[src/rtl/multicore_run_sequencer.sv]
// Run sequencer: resets a group of cores, lets them run until all halt or a cycle
// limit expires, repeats the run NUM_RUNS times and compares results against run 0.
module multicore_run_sequencer #(
  parameter int unsigned NUM_CORES  = 2,
  parameter int unsigned DATA_W     = 32,
  parameter int unsigned RST_CYCLES = 4,
  parameter int unsigned RUN_CYCLES = 500,
  parameter int unsigned NUM_RUNS   = 2
) (
  input  logic                        Clk,
  input  logic                        Reset,
  input  logic                        Start,
  input  logic [NUM_CORES-1:0]        CoreHalt,
  input  logic [NUM_CORES*DATA_W-1:0] CoreResult,
  output logic                        CoreReset,
  output logic                        Busy,
  output logic                        Done,
  output logic [3:0]                  RunIdx,
  output logic [NUM_CORES*DATA_W-1:0] Captured,
  output logic                        Mismatch,
  output logic [3:0]                  TimeoutCount,
  output logic [31:0]                 CycleCount
);

  localparam int unsigned RES_W     = NUM_CORES * DATA_W;
  localparam int unsigned RST_CNT_W = (RST_CYCLES > 1) ? $clog2(RST_CYCLES) : 1;
  localparam int unsigned CNT_W     = 32;
  localparam int unsigned IDX_W     = 5;

  typedef enum logic [1:0] {
    S_IDLE = 2'd0,
    S_RST  = 2'd1,
    S_RUN  = 2'd2,
    S_DONE = 2'd3
  } state_t;

  state_t               state;
  state_t               state_nxt;
  logic [RST_CNT_W-1:0] rst_cnt;
  logic [CNT_W-1:0]     run_cnt;

  logic start_c;
  logic run_end_c;
  logic halted_c;
  logic last_run_c;

  // Next-state and per-cycle strobes
  always_comb begin
    state_nxt  = state;
    start_c    = 1'b0;
    run_end_c  = 1'b0;
    halted_c   = &CoreHalt;
    last_run_c = (IDX_W'(RunIdx) + IDX_W'(1)) >= IDX_W'(NUM_RUNS);
    case (state)
      S_IDLE, S_DONE: begin
        if (Start) begin
          start_c   = 1'b1;
          state_nxt = S_RST;
        end
      end
      S_RST: begin
        if (rst_cnt == RST_CNT_W'(RST_CYCLES - 1)) state_nxt = S_RUN;
      end
      S_RUN: begin
        if (halted_c || (run_cnt == CNT_W'(RUN_CYCLES))) begin
          run_end_c = 1'b1;
          state_nxt = last_run_c ? S_DONE : S_RST;
        end
      end
      default: state_nxt = S_IDLE;
    endcase
  end

  // State, counters and registered outputs
  always_ff @(posedge Clk) begin
    if (Reset) begin
      state        <= S_IDLE;
      rst_cnt      <= '0;
      run_cnt      <= '0;
      CoreReset    <= 1'b1;
      Busy         <= 1'b0;
      Done         <= 1'b0;
      RunIdx       <= '0;
      Captured     <= '0;
      Mismatch     <= 1'b0;
      TimeoutCount <= '0;
      CycleCount   <= '0;
    end else begin
      state     <= state_nxt;
      CoreReset <= (state_nxt != S_RUN);
      Busy      <= (state_nxt == S_RST) || (state_nxt == S_RUN);
      Done      <= (state_nxt == S_DONE);
      rst_cnt   <= (state == S_RST) ? rst_cnt + RST_CNT_W'(1) : '0;
      // Counter reads 1 during the first RUN cycle
      run_cnt   <= (state == S_RUN) ? run_cnt + CNT_W'(1) : CNT_W'(1);

      if (start_c) begin
        RunIdx       <= '0;
        Mismatch     <= 1'b0;
        TimeoutCount <= '0;
      end

      if (run_end_c) begin
        CycleCount <= run_cnt;
        if (!halted_c && (TimeoutCount != 4'hF)) TimeoutCount <= TimeoutCount + 4'd1;
        if (RunIdx == 4'd0) begin
          Captured <= CoreResult;
        end else if (CoreResult != Captured) begin
          Mismatch <= 1'b1;
        end
        if (!last_run_c) RunIdx <= RunIdx + 4'd1;
      end
    end
  end

  logic unused_ok;
  assign unused_ok = ^{RES_W};

endmodule

[config.mk]
export PLATFORM = sky130hd
export DESIGN_NAME = multicore_run_sequencer
export DESIGN_NICKNAME = d
export VERILOG_FILES = /design/src/rtl/multicore_run_sequencer.sv
export SDC_FILE = /design/constraint.sdc
export NUM_CORES = 1
export LEC_CHECK = 0
export BUFFER_PORTS_ARGS = -buffer_cell sky130_fd_sc_hd__buf_2
export CAP_MARGIN = 20
export CORE_MARGIN = 1
export CORE_UTILIZATION = 51
export CTS_CLUSTER_DIAMETER = 50
export DETAILED_ROUTE_END_ITERATION = 10
export GPL_ROUTABILITY_DRIVEN = 0
export PLACE_DENSITY = 0.79
export SLEW_MARGIN = 40
export SYNTH_ARGS = -nofsm -noshare
export SYNTH_HDL_FRONTEND = slang
export SYNTH_SLANG_ARGS = --single-unit
[constraint.sdc]
create_clock -name Clk -period 2.65 [get_ports Clk]
set_clock_uncertainty 0.2 [all_clocks]
set_input_delay 0.1325 -clock Clk [delete_from_list [all_inputs] [get_ports Clk]]
set_output_delay 0.1325 -clock Clk [all_outputs]
set_load 0.1 [all_outputs]
---- After elaboration in Yosys (flattened, before gate mapping) ----
Cells that the tools add are included.
storage, ports and cells
  bits in registers ....................... 144
  word-level logic and storage cells ...... 62
cells by class
  muxes and demuxes ....................... 20
  bitwise gates (word level) .............. 2
  order comparisons ....................... 1
  reductions and logical operators ........ 11
  add/subtract/negate cells ............... 5
  equal/unequal tests ..................... 11
operators with widths
  kind                   count
  $ne 64x64->1           1
  $add 32x1->32 const B  1
  $eq 32x9->1 const B    1
  $mux 4                 6
  $eq 2x2->1 const B     5
  $mux 1                 9
  $add 4x1->4 const B    2
  $mux 2                 4
  $pmux 2 s3             1
  $reduce_or 2->1        3
  $add 4x1->5 const B    1
  $ge 5x2->1 const B     1
  $eq 2x1->1 const B     2
  $logic_not 4->1        1
  $ne 4x4->1 const B     1
  $reduce_and 2->1       2
  $add 2x1->2 const B    1
  $logic_not 2->1        1
  $logic_or 1x1->1       2
  $ne 2x2->1 const B     1
  $not 1->1              2
  $logic_and 1x1->1      1
  $logic_not 1->1        1

---- Depth between registers and ports, before layout ----
Gate-level depths: netlist of the first run.
  depth in word-level cells ............... 7
  gate-level depth with buffers ........... 10
  depth with buffers taken out ............ 9

---- Worst setup path after synthesis of the first run ----
No wires, ideal clock.
  path kind ............................... reg2reg
  from .................................... register RunIdx[0]
  to ...................................... register Busy
  arrival ................................. 2.426 ns
  buffers on the path ..................... 0
  slack ................................... -0.101 ns
  setup time .............................. 0.125 ns
  stages on the path, launching flop included .. 9
  required time ........................... 2.325 ns
  clock period less this slack ............ 2.751 ns
  cell sequence ........................... dfxtp_1 ha_1 a21boi_0 a21oi_1 o41ai_1 mux2_2 nand3_1 ha_1 nor2_1
between the ends
  word-level cells in the longest chain between the ends .. 7
  elaborated cells between the ends (all ways) .. 8
RTL lines
  element                                          RTL line  source
  from (decl)                                      18        output logic [3:0] RunIdx,
  from (signal assigned)                           111       if (!last_run_c) RunIdx <= RunIdx + 4'd1;
  $add 4x1->5 (*)                                  53        last_run_c = (IDX_W'(RunIdx) + IDX_W'(1)) >= IDX_W'(NUM_RUNS);
  $ge 5x2->1 (*)                                   53
  $mux 2 (*)                                       67        state_nxt = last_run_c ? S_DONE : S_RST;
  $mux 2 (*)                                       65        if (halted_c || (run_cnt == CNT_W'(RUN_CYCLES))) begin
  $pmux 2 s3 (*)                                   54        case (state)
  $eq 2x1->1 / $eq 2x2->1 (equally long branches)  91        Busy <= (state_nxt == S_RST) || (state_nxt == S_RUN);
  $logic_or 1x1->1 (*)                             91
  to (signal assigned)                             91
  to (decl)                                        16        output logic Busy,
Mark *: on every way between the ends. The rest lies on a longest branch, timed or not.
A chain may end at the register's enable or synchronous reset.

---- Worst setup path after layout of the first run ----
  from .................................... register run_cnt[5]
  to ...................................... register Busy
between the ends
  word-level cells in the longest chain between the ends .. 6
  elaborated cells between the ends (all ways) .. 7
RTL lines
  element                                          RTL line  source
  from (decl)                                      40        logic [CNT_W-1:0] run_cnt;
  from (signal assigned)                           95        run_cnt <= (state == S_RUN) ? run_cnt + CNT_W'(1) : CNT_W'(1);
  $eq 32x9->1 (*)                                  65
  $logic_or 1x1->1 (*)                             65
  $mux 2 (*)                                       65
  $pmux 2 s3 (*)                                   54
  $eq 2x1->1 / $eq 2x2->1 (equally long branches)  91
  $logic_or 1x1->1 (*)                             91
Marks and branches as above.

==> impl_results.md, run 1 <==
* Mean Syn Cell Area at 9.26 um^2
* Layout cell share with drive strength beyond 1 at 0.233
* CTS tree: yes
* Root Buffer: clkbuf_16
* Layout net count at 1096
* Synth Net Count at 862
* Synth top area share at 0.398
* Post-DRT Antenna Nets at 0
* Num rows at 43
* Total grt overflow at 0
* Vias per cell at 5.24
* Min Tclk post-route at 2.57 ns
* Fin Hold WS at 0.159 ns
* Commonest non-fill, non-tap cells in the layout: buf_2, nand2b_1, dfxtp_1, xnor2_1, mux2i_1
* Most common cell after layout, fill and taps aside: buf_2
* Post-synth top area cell: dfxtp_1
* Hold Crit Class: input port to register
* Post-synth cell types at 42
* Critical Path RT at 2.80 ns
* Router iterations before antenna repair at 5
* Synthesized instance count at 782
* Die Wd at 121 um
* DP HPWL at 12300 um
* Critical path's most frequent cell: nand3_1
* Top cells by area, synth: dfxtp_1, nand2b_1, xnor2_1, mux2i_1, nand4b_1
* First-pass GRT wire length at 30100 um
* Global-route usage over all layers at 0.263
* Mapped Area at 7240 um^2
* Fillers at 1031
* Starting Density at 0.522
* Leak at 0.00369 uW
* Worst slack, placed at 0.166 ns
* CP cell instances: and4_1 > nand3_1 > o31ai_4 > buf_4 > mux2_2 > nand3_1 > ha_1 > nor2_1
* Startpoint class of the critical path: register
* CTS clock-pin slew for the worst setup and hold paths at 0.06 ns
* TritonCTS buffer count at 17
* Worst path slowest cell: dfxtp_1
* Peak VDD IR at 422 uV
* Detailed Route WL at 19400 um
* Seq cells post-synth at 144
* CTS Sinks at 144
* Max frequency at 389 MHz
* Crit-path max cell delay at 0.49 ns
* CP Capture Type: register
* Status: finished, final reports clean
* Max_cap viols at 0
* Slew Viols, Final at 0
* Post-route cell area at 9610 um^2
* Rel. slew slack at 0.573
* Chip height at 121 um
* Final setup margin at 0.0799 ns
* Yosys warnings at 0
* P&R area growth vs syn at 32.7%
* Initial antenna violation count at 1
* Port Buf Inserts at 176
* Actual slew at the worst max-slew pin at 0.641 ns
* Post-Place Cell Area at 8320 um^2
* I/O pin count at 177
* DRC at 0
* Crit path max fanout at 7
* Die ar. at 14700 um^2
* Clk_lat worst skew at 0.42 ns
* Vias at 6337
* Register Area at 2890 um^2
* Fin. Hold Viols at 0
* Sequential fraction of the synthesis area at 0.398
* Max Root-Sink Buffers at 2
* Core area at 13900 um^2
* H-tree depth at 4
* Wire per inst at 16.0 um
* Period utilization at 0.970
* DR iter-0 viols at 408
* Crit Path Class: register to register
* Largest net degree at the start of global routing at 90
* Final setup vio count at 0
* Crit path DAT at 2.72 ns
* Multi-input gate area at 4090 um^2
* Number of global-route vias before repair at 6045
* Power per cell area at 522 nW/um^2
## layout make-up
class                           instances  area share
Antenna cell                            1    0.000260
Clock buffer                           22      0.0493
Clock inverter                         10      0.0139
Inverter                               14     0.00547
Multi-Input combinational cell        574       0.425
Sequential cell                       144       0.300
Tap cell                              180      0.0234
Timing Repair Buffer                  265       0.182
## per-stage QoR
stage          setup TNS [ns]  total power [uW]  std cells  utilization
2_1_floorplan               0              2410        782            -
3_3_place_gp                0              2510       1109        0.599
3_5_place_dp                0              2520       1109        0.599
4_1_cts                     0              5050       1207        0.691
5_1_grt               -0.0429              5170       1210        0.693
6_report                    0              5020       1210        0.693
## critical path, delay by kind of cell, from the launching register on
kind / cells / cell delay [ns]
AOI/OAI and AO/OA: 1 / 0.28
adders and majority gates: 1 / 0.23
buffers and inverters: 1 / 0.19
DFF: 1 / 0.49
muxes: 1 / 0.35
and+or+nand+nor: 4 / 0.75
## cells by family (layout without fill, tap and decap cells)
family,Yosys count,in the layout,synth area share
AO/OA/AOI/OAI,62,62,0.0456
XOR/XNOR,86,86,0.104
adder cells (fa/ha/maj),11,11,0.0190
buffers and inverters,64,311,0.0415
flip-flops,144,144,0.398
multiplexers,70,70,0.0973
other,0,1,0
AND/OR/NAND/NOR,345,345,0.295
## layer usage
layer,up-vias,wire length [um],global-route usage
met5,-,0,0
li1,3124,-,-
met1,2964,8230,0.308
met4,0,557,0.117
met2,206,9510,0.456
met3,43,1070,0.0606
## final timing paths
kind / start / to / slack, ns / cells after the start
hold reg to reg: rst_cnt[0]$_SDFF_PP0_ / rst_cnt[0]$_SDFF_PP0_ / 0.25 / 1
setup reg to reg: run_cnt[5]$_SDFF_PP0_ / Busy$_SDFF_PP0_ / 0.08 / 8
hold / removal: CoreHalt[1] / Mismatch$_SDFF_PP0_ / 0.16 / 5
setup / recovery: run_cnt[5]$_SDFF_PP0_ / Busy$_SDFF_PP0_ / 0.08 / 8
## cells in the mapped netlist, drive strengths merged
cell      n
nor2     30
and2      2
clkbuf   36
and3      5
a21o      1
mux2      3
and4bb    1
xor2      8
nor4b     1
o21ai    41
or2       1
o41ai     1
nand4    24
nand2b  163
and4      6
nor3b     5
xnor2    78
nand3    17
buf      14
and3b     2
nand3b    3
nor2b     4
inv      14
a32o      1
nor3     12
dfxtp   144
ha       11
a21boi    2
or3      10
o31ai     1
a31oi     1
nor4     10
nand2    17
nand4b   32
mux2i    67
a21oi    14
## state kept, by name (all words and copies together) (netlist names)
register      count
Captured         64
Done              1
TimeoutCount      4
run_cnt          32
RunIdx            4
Mismatch          1
rst_cnt           2
Busy              1
CoreReset         1
CycleCount       32
state             2
## timing repair
item | 4_1_cts | 5_1_grt
endpoints found under the hold margin | 74 | 0
hold buffers | 66 | 0
gates resized for setup | 0 | 1
setup endpoints to repair | 0 | 38
buffers inserted | 0 | 2
## where the power goes
part | switching (uW) | internal (uW)
sequential | 3.79 | 2170
clock | 913 | 1550
combinational | 175 | 210
Note: power is estimated with default switching activity, not from simulation.
==> inputs of run 2 (changes only) <==
- CORE_UTILIZATION: 51 -> 49
- GPL_TIMING_DRIVEN: not set -> 0
- clock period: 2.65 -> 2.3 ns (I/O delays scaled with it)
==> impl_results.md, run 2 (synthesis results as in run 1) <==
* Status: finished, violations left
* Failing checks: setup timing
* # diodes at 0
* Actual slew at the worst max-slew pin at 0.739 ns
* Layout cell share with drive strength beyond 1 at 0.283
* Starting Density at 0.500
* H-tree depth at 4
* Leak at 0.00389 uW
* Total grt overflow at 0
* Peak VDD IR at 469 uV
* TritonCTS buffer count at 17
* Startpoint class of the critical path: register
* Vias per cell at 5.48
* Global-route usage over all layers at 0.286
* DRC at 0
* Max Root-Sink Buffers at 2
* Port Buf Inserts at 176
* Post-DRT Antenna Nets at 0
* Wire per inst at 18.5 um
* Non-Filler Instances at 1256
* Fin Hold WS at 0.108 ns
* Placed insts at 1142
* CTS tree: yes
* Final setup vio count at 56
* RSZ-0062 raised after global routing: true
* Post-route cell area at 10200 um^2
* Die ar. at 15300 um^2
* Biggest regs: Captured: 64 flops, CycleCount: 32 flops, run_cnt: 32 flops
* Rel. slew slack at 0.507
* Num rows at 44
* I/O pin count at 177
* DP HPWL at 14300 um
* Detail Route met3 WL at 1620 um
* Tot Pwr at 5640 uW
* CTS clock-pin slew for the worst setup and hold paths at 0.07 ns
* Setup tns final at -2.22 ns
* Die Wd at 124 um
* Hold Crit Class: input port to register
* CP Capture Type: register
* Crit path max fanout at 10
* Largest net degree at the start of global routing at 17
* Initial antenna violation count at 0
* Vias at 6883
* FF-to-FF End: Captured[13]$_SDFFE_PP0P_
* Critical Path RT at 2.41 ns
* Min Tclk post-route at 2.56 ns
* Number of global-route vias before repair at 6508
* Most common cell after layout, fill and taps aside: buf_2
* Slew Viols, Final at 0
* Met1 Wirelength at 9260 um
* CP Capture Point: Captured[13]$_SDFFE_PP0P_
* R2R Setup Slk at -0.26 ns
* First-pass GRT wire length at 33100 um
* Crit path DAT at 2.66 ns
* Power per cell area at 555 nW/um^2
* Top routing layer in use: met4
* R2R depth at 8
* CTS Sinks at 144
* Router iterations before antenna repair at 5
* Root Buffer: clkbuf_16
* Core area at 14500 um^2
* Largest Register: Captured
* Post-Place Cell Area at 8370 um^2
* Max frequency at 391 MHz
* Crit Path Class: register to register
* R2R Path Start: run_cnt[29]$_SDFF_PP0_
* Clk_lat worst skew at 0.43 ns
* Layout net count at 1140
* Chip height at 124 um
* DR iter-0 viols at 404
* P&R area growth vs syn at 40.2%
* Critical path launch point: run_cnt[29]$_SDFF_PP0_
* Fin. Hold Viols at 0
* Period utilization at 1.11
* Routed wl met2 at 11400 um
* Commonest non-fill, non-tap cells in the layout: buf_2, nand2b_1, dfxtp_1, xnor2_1
* Max_cap viols at 0
* Max reg flops at 64
* Detailed Route WL at 23200 um
* Final setup margin at -0.256 ns
-- run 2: cell types whose count changed in the layout (fill, tap and decap cells not counted), sizes merged --
cell and delta:
buf +11, bufinv -2, clkbuf +34, diode -1, dlygate4sd3 -1, inv +1
-- run 2: worst min path at each step --
stage / slack (ns) / to / startpoint / depth (start not counted)
6_report: 0.11 / CycleCount[9]$_SDFFE_PP0P_ / CoreHalt[1] / 5
5_1_grt: 0.12 / CycleCount[9]$_SDFFE_PP0P_ / CoreHalt[1] / 5
4_1_cts: 0.02 / TimeoutCount[2]$_SDFF_PP0_ / CoreHalt[1] / 6
3_5_place_dp: 0.20 / Captured[35]$_SDFFE_PP0P_ / CoreResult[35] / 3
3_3_place_gp: 0.20 / Captured[15]$_SDFFE_PP0P_ / CoreResult[15] / 3
2_1_floorplan: 0.07 / Captured[0]$_SDFFE_PP0P_ / CoreResult[0] / 2
-- run 2: area by class of cell --
type / count / area [um^2]
multi-input cells: 574 / 4300
repair buffers: 261 / 1750
fillers: 1069 / 4320
clock inverters: 9 / 83.8
well taps: 184 / 230
clock buffers: 22 / 474
flip-flops and latches: 144 / 2920
inverters: 14 / 55.1
plain buffers: 48 / 340
-- run 2: timing repair --
action                                  in CTS  in global routing
hold buffers                                65                  0
endpoints found under the hold margin       70                  0
cloned                                       2                  1
setup buffers                                8                 10
gates resized for setup                     53                 67
pin swaps                                    5                 12
endpoints found under the setup margin     108                110
-- run 2: report_power, final --
group | switching [uW] | internal (uW)
clock | 1080 | 1560
combinational | 240 | 260
sequential | 4.13 | 2490
-- run 2: per-stage QoR --
step	utilization	setup WS, ns
after detailed placement	0.578	-0.509
after global routing	0.701	-0.317
final	0.701	-0.256
after floorplan	-	-0.00328
after global placement	0.578	-0.436
after CTS	0.682	-0.0803
-- run 2: routing by layer --
metal | up-vias | track usage
met5 | - | 0
met2 | 310 | 0.498
met1 | 3271 | 0.317
met3 | 70 | 0.0765
li1 | 3232 | -
met4 | 0 | 0.150
-- run 2: worst max-delay path, cell delays in order (launching register included) --
cell,delay (ns)
dfxtp_1,0.38
and4bb_1,0.30
nand4_1,0.19
o31ai_4,0.32
buf_6,0.16
and3_4,0.22
buf_12,0.15
buf_12,0.15
mux2i_1,0.36
==> inputs of run 3 (changes only) <==
- clock period: 2.3 -> 2.1 ns (I/O delays scaled with it)
==> impl_results.md, run 3 (synthesis results as in run 1) <==
* Worst path slowest cell: dfxtp_1
* Status: finished, violations left
* Peak VDD IR at 592 uV
* Worst slack, placed at -0.602 ns
* Met2 GRT Util at 0.514
* Post-DRT Antenna Nets at 0
* GR Util met3 at 0.0820
* Critical Path RT at 2.22 ns
* Period utilization at 1.18
* Fin Hold WS at 0.166 ns
* RSZ-0062 raised after global routing: true
* Max reg flops at 64
* I/O pin count at 177
* Max_cap viols at 0
* Max frequency at 405 MHz
* Chip height at 124 um
* Crit path DAT at 2.59 ns
* DP HPWL at 14500 um
* CTS clock-pin slew for the worst setup and hold paths at 0.06 ns
* DR iter-0 viols at 680
* Startpoint class of the critical path: register
* Fillers at 939
* Root Buffer: clkbuf_16
* Min Tclk post-route at 2.47 ns
* Router iterations before antenna repair at 8
* Non-Filler Instances at 1265
* Biggest regs: Captured: 64 flops, CycleCount: 32 flops, run_cnt: 32 flops
* Actual slew at the worst max-slew pin at 0.637 ns
* Detailed Route WL at 25100 um
* Max Root-Sink Buffers at 2
* Vias per cell at 5.64
* H-tree depth at 4
* Number of global-route vias before repair at 6698
* CTS Sinks at 144
* Wire per inst at 19.9 um
* Top Usage Layer GRT: met2
* Hold Crit Class: input port to register
* Placed insts at 1142
* Most common cell after layout, fill and taps aside: buf_2
* CP cell instances: buf_6 > and4_2 > nand3_2 > o31ai_4 > buf_6 > and3_4 > buf_12 > buf_12 > mux2i_4
* Global-route usage over all layers at 0.299
* Final setup margin at -0.370 ns
* Port Buf Inserts at 176
* Register Area at 2990 um^2
* Power per cell area at 640 nW/um^2
* Rel. slew slack at 0.575
* Failing checks: setup timing
* Layout cell share with drive strength beyond 1 at 0.353
* Leak at 0.00419 uW
* CTS tree: yes
* Layout net count at 1148
* Crit-path max cell delay at 0.32 ns
* # diodes at 0
* Starting Density at 0.500
* Largest Register: Captured
* WP buf/inv at 4
* Multi-input gate area at 4480 um^2
* Crit path max fanout at 7
* Crit Path Class: register to register
* CP delay by family, top: simple AND/OR/NAND/NOR gates
* Largest net degree at the start of global routing at 17
* Die Wd at 124 um
* R2R Setup Slk at -0.37 ns
* First-pass GRT wire length at 34600 um
* TritonCTS buffer count at 17
* Fin. Hold Viols at 0
* Vias at 7129
* Initial antenna violation count at 2
* P&R area growth vs syn at 47.9%
* CP Capture Type: register
* Clk_lat worst skew at 0.43 ns
* Num rows at 44
* Core area at 14500 um^2
* Commonest non-fill, non-tap cells in the layout: buf_2, nand2b_1, xnor2_1, dfxtp_1, dlygate4sd3_1
* DRC at 0
* Total grt overflow at 0
* Final setup vio count at 85
* Die ar. at 15300 um^2
* Met1 usage at 0.325
* Slew Viols, Final at 0
-- run 3: cell types whose count changed in the layout (fill, tap and decap cells not counted), moves of 5 or more --
cell       previous run  this run
clkbuf_16            18        23
xnor2_1              78        73
o21ai_1               2        12
nor3_4                1         6
bufinv_16             1         6
dfxtp_2              16        64
o21ai_0              38        29
dfxtp_1             123        72
xnor2_2               0         5
-- run 3: stage by stage --
stage	setup TNS, ns	total power, uW	area [um^2]	util
after CTS	-12.56	6810	10200	0.703
after floorplan	-4.35	3040	7390	-
after detailed placement	-45.25	3200	8500	0.587
final	-15.35	6850	10700	0.740
after global placement	-42.77	3190	8500	0.587
after global routing	-28.07	6990	10700	0.740
-- run 3: repair_timing --
item,CTS,global route
gates resized for setup,65,84
endpoints found under the hold margin,72,0
setup buffers,14,10
hold buffers,65,0
cloned,1,7
pin swaps,14,20
endpoints found under the setup margin,118,119
-- run 3: final cells by class --
type,instances,share of cell area
Inverter,14,0.00514
Sequential cell,144,0.279
Clock buffer,22,0.0452
Multi-Input combinational cell,574,0.418
Tap cell,184,0.0215
Buffer,46,0.0334
Timing Repair Buffer,271,0.178
Clock inverter,10,0.0190
-- run 3: worst register-to-register path, stage by stage (launching register included) --
cell and delay, ns:
dfxtp_1 0.32, buf_6 0.13, and4_2 0.31, nand3_2 0.14
o31ai_4 0.27, buf_6 0.14, and3_4 0.22, buf_12 0.16
buf_12 0.14, mux2i_4 0.32
-- run 3: report_power, final --
group / switching, uW / internal, uW
sequential: 4.11 / 2730
clock: 1200 / 2350
combinational: 273 / 296
-- run 3: per-layer routing --
layer	part of all wire	wire length, um	vias to the layer above
met4	0.040	1010	4
met2	0.50	12700	368
met1	0.38	9500	3419
met3	0.077	1940	93
met5	0.0011	27	-
li1	-	-	3245
-- run 3: final timing paths --
check | from | endpoint | cells past startpoint
max reg2reg | run_cnt[5]$_SDFF_PP0_ | Captured[33]$_SDFFE_PP0P_ | 9
min reg2reg | rst_cnt[0]$_SDFF_PP0_ | rst_cnt[0]$_SDFF_PP0_ | 1
min | CoreHalt[1] | TimeoutCount[0]$_SDFF_PP0_ | 6
max | run_cnt[5]$_SDFF_PP0_ | Captured[33]$_SDFFE_PP0P_ | 9
